===== config.mk =====
export PLATFORM = sky130hd
export DESIGN_NAME = gcd_engine
export DESIGN_NICKNAME = d
export VERILOG_FILES = /design/src/rtl/gcd_pkg.sv /design/src/rtl/gcd_cmp.sv /design/src/rtl/gcd_engine.sv
export SDC_FILE = /design/constraint.sdc
export NUM_CORES = 1
export LEC_CHECK = 0
export CAP_MARGIN = 15
export CORE_MARGIN = 3
export CORE_UTILIZATION = 45
export DETAILED_ROUTE_END_ITERATION = 10
export MAX_ROUTING_LAYER = met4
export PLACE_DENSITY_LB_ADDON = 0.08
export SETUP_SLACK_MARGIN = 0.3
export SYNTH_ARGS = -nofsm -noshare
export SYNTH_HDL_FRONTEND = slang
export SYNTH_SLANG_ARGS = --single-unit

===== constraint.sdc =====
create_clock -name clk -period 2.3 [get_ports clk]
set_input_delay 0.69 -clock clk [delete_from_list [all_inputs] [get_ports clk]]
set_output_delay 0.69 -clock clk [all_outputs]
set_load 0.02 [all_outputs]

===== src/rtl/gcd_pkg.sv =====
// gcd_pkg: shared state encoding and default sizes for the GCD engine.
package gcd_pkg;

    localparam int GCD_DEFAULT_WIDTH = 7;
    localparam int GCD_DEFAULT_CNT_W = 8;

    typedef enum logic [1:0] {
        IDLE = 2'd0,
        CALC = 2'd1,
        DONE = 2'd2
    } gcd_state_t;

endpackage


===== src/rtl/gcd_cmp.sv =====
// gcd_cmp: WIDTH-bit unsigned magnitude comparator used on the working pair.
module gcd_cmp
    import gcd_pkg::*;
#(
    parameter int WIDTH = GCD_DEFAULT_WIDTH
) (
    input  logic [WIDTH-1:0] a,
    input  logic [WIDTH-1:0] b,
    output logic             a_gt_b,
    output logic             a_lt_b,
    output logic             a_eq_b
);

    assign a_gt_b = (a > b);
    assign a_lt_b = (a < b);
    assign a_eq_b = (a == b);

endmodule


===== src/rtl/gcd_engine.sv =====
// gcd_engine: iterative subtractive-Euclid GCD with valid/ready input and output.
// One operand pair is processed at a time; a zero/zero pair reports err.
// Build macro GCD_ITER_CNT_EN adds the iter_cnt port and its saturating counter.
module gcd_engine
    import gcd_pkg::*;
#(
    parameter int WIDTH = GCD_DEFAULT_WIDTH,
    parameter int CNT_W = GCD_DEFAULT_CNT_W
) (
    input  logic             clk,
    input  logic             rst,
    input  logic             in_valid,
    output logic             in_ready,
    input  logic [WIDTH-1:0] a_in,
    input  logic [WIDTH-1:0] b_in,
    output logic             out_valid,
    input  logic             out_ready,
    output logic [WIDTH-1:0] gcd_out,
`ifdef GCD_ITER_CNT_EN
    output logic             err,
    output logic [CNT_W-1:0] iter_cnt
`else
    output logic             err
`endif
);

    gcd_state_t       r_state;
    logic [WIDTH-1:0] r_ta;
    logic [WIDTH-1:0] r_tb;
    logic [WIDTH-1:0] r_gcd;
    logic             r_err;

    logic             w_taGtTb;
    logic             w_taLtTb;
    logic             w_taEqTb;
    logic             w_taZero;
    logic             w_tbZero;
    logic [WIDTH-1:0] w_taMinusTb;
    logic [WIDTH-1:0] w_tbMinusTa;

    gcd_cmp #(
        .WIDTH (WIDTH)
    ) u_cmp (
        .a      (r_ta),
        .b      (r_tb),
        .a_gt_b (w_taGtTb),
        .a_lt_b (w_taLtTb),
        .a_eq_b (w_taEqTb)
    );

    assign w_taZero    = (r_ta == '0);
    assign w_tbZero    = (r_tb == '0);
    assign w_taMinusTb = r_ta - r_tb;
    assign w_tbMinusTa = r_tb - r_ta;

    // Handshake flags come straight from the state register; in_ready is held low during reset
    assign in_ready  = (r_state == IDLE) && !rst;
    assign out_valid = (r_state == DONE);
    assign gcd_out   = r_gcd;
    assign err       = r_err;

    // Control FSM: latch a pair in IDLE, reduce it in CALC, hold the result in DONE
    always_ff @(posedge clk) begin
        if (rst) begin
            r_state <= IDLE;
            r_ta    <= '0;
            r_tb    <= '0;
            r_gcd   <= '0;
            r_err   <= 1'b0;
        end else begin
            case (r_state)
                IDLE: begin
                    if (in_valid) begin
                        r_ta    <= a_in;
                        r_tb    <= b_in;
                        r_state <= CALC;
                    end
                end
                CALC: begin
                    if (w_taZero) begin
                        r_gcd   <= r_tb;
                        r_err   <= w_tbZero;
                        r_state <= DONE;
                    end else if (w_tbZero) begin
                        r_gcd   <= r_ta;
                        r_err   <= 1'b0;
                        r_state <= DONE;
                    end else if (w_taEqTb) begin
                        r_gcd   <= r_ta;
                        r_err   <= 1'b0;
                        r_state <= DONE;
                    end else if (w_taGtTb) begin
                        r_ta <= w_taMinusTb;
                    end else if (w_taLtTb) begin
                        r_tb <= w_tbMinusTa;
                    end
                end
                DONE: begin
                    if (out_ready) begin
                        r_state <= IDLE;
                    end
                end
                default: begin
                    r_state <= IDLE;
                end
            endcase
        end
    end

`ifdef GCD_ITER_CNT_EN
    logic [CNT_W-1:0] r_iterCnt;
    logic             w_load;
    logic             w_subStep;

    assign w_load    = (r_state == IDLE) && in_valid;
    assign w_subStep = (r_state == CALC) && !w_taZero && !w_tbZero && !w_taEqTb;
    assign iter_cnt  = r_iterCnt;

    // Count subtraction cycles of the current pair, sticking at all-ones
    always_ff @(posedge clk) begin
        if (rst) begin
            r_iterCnt <= '0;
        end else if (w_load) begin
            r_iterCnt <= '0;
        end else if (w_subStep && (r_iterCnt != '1)) begin
            r_iterCnt <= r_iterCnt + CNT_W'(1);
        end
    end
`endif

endmodule


==> results by group <==
Placement
  • GP Congestion: 0.8079
  • Number of buffers added on ports: 27
  • Placed instance count: 315
  • Hpwl dp: 3915 µm

Clock network
  • H-Tree Depth: 1
  • Worst skew pair latency: 0.28 ns
  • CTS Sinks: 24
  • CTS tree: built
  • CTS root buffer: clkbuf_8
  • CTS Buf Count: 3
  • # hold bufs at CTS: 0
  • Clk buf depth: 2
  • Clock Pin Slew Worst Setup and Hold Paths: 0.09 ns

STA
  • Max Fclk: 0.4986 GHz
  • Fin Clk Skew: 0.003485 ns
  • Period utilisation layout: 87.20%
  • Final Setup Violations: 0
  • Max_slew headroom: 73.52%
  • Fin crit period: 2.006 ns
  • WHS: 0.4743 ns
  • Max-slew violations: 0
  • RSZ-0062 raised after global routing: yes
  • Worst slew pin tran: 0.3954 ns
  • Fin. Hold Viols: 0

Synthesis
  • Mapped Avg Cell Area: 8.561 µm²
  • Synth Flop Type: dfxtp_1
  • Distinct cell type count after synthesis: 49
  • Flops & latches, synth: 24
  • Mux share of post-synthesis cell area: 0%
  • EDFF count, synth: 0
  • Compound-Gate Fraction of Synth Area: 32.44%
  • Synth warn: 0
  • Top cell type by total area after synthesis: dfxtp_1
  • Gate Count Post-Synth: 228
  • Synth area leaders: dfxtp_1 (25%), ha_1 (8.3%), a211oi_1 (8.1%)
  • Post-synthesis async set-or-reset flop share: 0%
  • Mapped cell area: 0.001952 mm²
  • Synthesized Nets: 261
  • Synth Area in Adders: 10.38%
  • Synth Area in XOR/XNOR: 0%
  • Top cell type's share of synthesized area: 24.62%
  • Post-synthesis sequential area ratio: 24.62%
  • Synth Area in Simple Gates: 23.08%
  • Main combinational cell family by area after synthesis: compound AO/OA/AOI/OAI gates

Worst setup path
  • Crit path max-delay family: compound AO/OA/AOI/OAI gates
  • Worst path max stage delay: 0.34 ns
  • WP data required: 2.46 ns
  • CP Cell Sequence: inv_1 > ha_1 > buf_4 > nor2b_1 > o31ai_2 > a21oi_1 > nor3b_1 > a211oi_2
  • CP Depth: 8
  • Reg-to-reg startpoint: r_ta[1]
  • Crit path kind: reg2reg
  • CP max stage cell: dfxtp_2
  • CP max FO: 3
  • Critical Path AT: 2.17 ns
  • Worst Setup SP: r_ta[1]
  • CP Capture Type: flip-flop
  • CP bufs+invs: 2
  • R2r worst-path depth: 8
  • CP startpoint kind: flip-flop

Routing
  • Average wire per standard cell: 17.44 µm
  • Drt total wl: 5826 µm
  • Iter 0 DRT Violations: 119
  • DRT antenna net count: 0
  • DR vias: 1969
  • Vias per cell: 5.895
  • DRC Markers: 0
  • Total iterations of the first detailed-routing run: 4

Floorplanning
  • Die width: 71.86 µm
  • Rows: 23
  • Die H: 71.86 µm
  • Initial Util: 47.76%
  • # IOs: 28
  • Core area: 0.004086 mm²
  • Die ar.: 0.005164 mm²

Min path
  • Hold Crit Depth: 2
  • HP Start: err
  • Class of the worst hold path: reg2reg

Finish
  • Most frequent cells in the layout: buf_4 (35), clkdlybuf4s50_1 (24), a21oi_1 (19)
  • # fillers: 328
  • Fraction of layout cells with a size suffix above 1: 43.31%
  • Total Nets Final: 318
  • Area grow syn2layout: 46.15%
  • Finished Layout Cells: 334
  • Ant diodes: 0
  • Most common cell after layout, fill and taps aside: buf_4

Status
  • Status: completed

Global route
  • Vias in the first global route: 1800
  • Initial antenna violation count: 0
  • Global-route wire length before repair: 8894 µm
  • Total gr overflow: 0
  • Total GRT Usage: 22.36%
  • Largest net degree at the start of global routing: 25

Power and ir drop
  • PD cells: 1799 mW/mm²
  • LEAKAGE: 1.034 nW
  • Maximum vdd drop: 1.289 mV

Run
  • Max-cap viol count: 0
power by group:
part           internal (mW)  switching (mW)  leakage, nW
clock network          0.190           0.156       0.0339
registers              0.626           0.196        0.204
logic                   1.90            2.06        0.796
state kept, by name (all words and copies together) (netlist names):
name and flops:
gcd_out 7, r_state 2, r_ta 7, r_tb 7, err 1
cells by family (layout without fill, tap and decap cells):
logic type,after synthesis,count (layout)
AO/OA/AOI/OAI,81,82
AND/OR/NAND/NOR,71,71
buffers and inverters,37,92
flip-flops,24,24
adder cells (fa/ha/maj),15,15
final cells by class:
| class | count | area [µm²] | area share [%] |
|---|---|---|---|
| Multi-Input combinational cell | 168 | 1545 | 54.17 |
| Timing Repair Buffer | 67 | 588.1 | 20.61 |
| Sequential cell | 24 | 511.7 | 17.94 |
| Inverter | 21 | 78.83 | 2.763 |
| Clock buffer | 4 | 66.31 | 2.325 |
| Tap cell | 50 | 62.56 | 2.193 |
cells in the mapped netlist, types with 2 or more instances:
| cell type | instances |
|---|---|
| and4_4 | 2 |
| a311oi_2 | 2 |
| clkbuf_1 | 6 |
| ha_1 | 13 |
| fa_1 | 2 |
| dfxtp_1 | 24 |
| nor2b_1 | 9 |
| a211oi_1 | 21 |
| nor2_1 | 18 |
| or4_4 | 2 |
| buf_6 | 5 |
| o311ai_0 | 3 |
| inv_1 | 20 |
| o21a_1 | 3 |
| nand3b_1 | 3 |
| a211oi_2 | 7 |
| o221ai_1 | 2 |
| nand2b_1 | 3 |
| nor3_1 | 4 |
| nand3_1 | 6 |
| buf_2 | 3 |
| nand4_1 | 2 |
| a21oi_1 | 27 |
| nand2_1 | 8 |
| nor4_4 | 3 |
| nor3b_1 | 3 |
| o31a_1 | 2 |
| o21ai_0 | 4 |
worst paths after layout:
kind | to | slack (ns)
setup / recovery | r_tb[5] | 0.29
hold / removal | err | 0.47
setup reg to reg | r_tb[5] | 0.29
hold reg to reg | err | 0.47
per-stage QoR:
step                TNS (ns)  worst slack [ns]  total power [mW]  area (µm²)  utilization, %
finish                     0            0.2945             5.132        2853           69.81
CTS                        0            0.2255             4.549        2641           64.64
detailed placement   -0.3438           -0.3438             3.809        2412           59.03
global route               0            0.1723             5.497        2853           69.81
global placement     -0.3563           -0.3563             3.781        2412           59.03
floorplan                  0            0.1717             2.997        2013               -
timing repair:
action	in CTS	in global routing
gates resized for setup	38	35
setup endpoints to repair	25	24
pin swaps	10	26
buffers inserted	7	7
gates cloned	0	1
per-layer routing:
metal / GRT usage [%] / part of all wire, %
met5: - / 0
met3: 3.647 / 4.5
met1: 30.43 / 46
met4: 6.263 / 3.0
met2: 34.29 / 47
tightest hold or removal path: stages (launching register included):
cell and delay, ns:
dfxtp_1 0.32, nand2b_1 0.06, a21oi_1 0.05
Power figures use the tool's default switching activity.
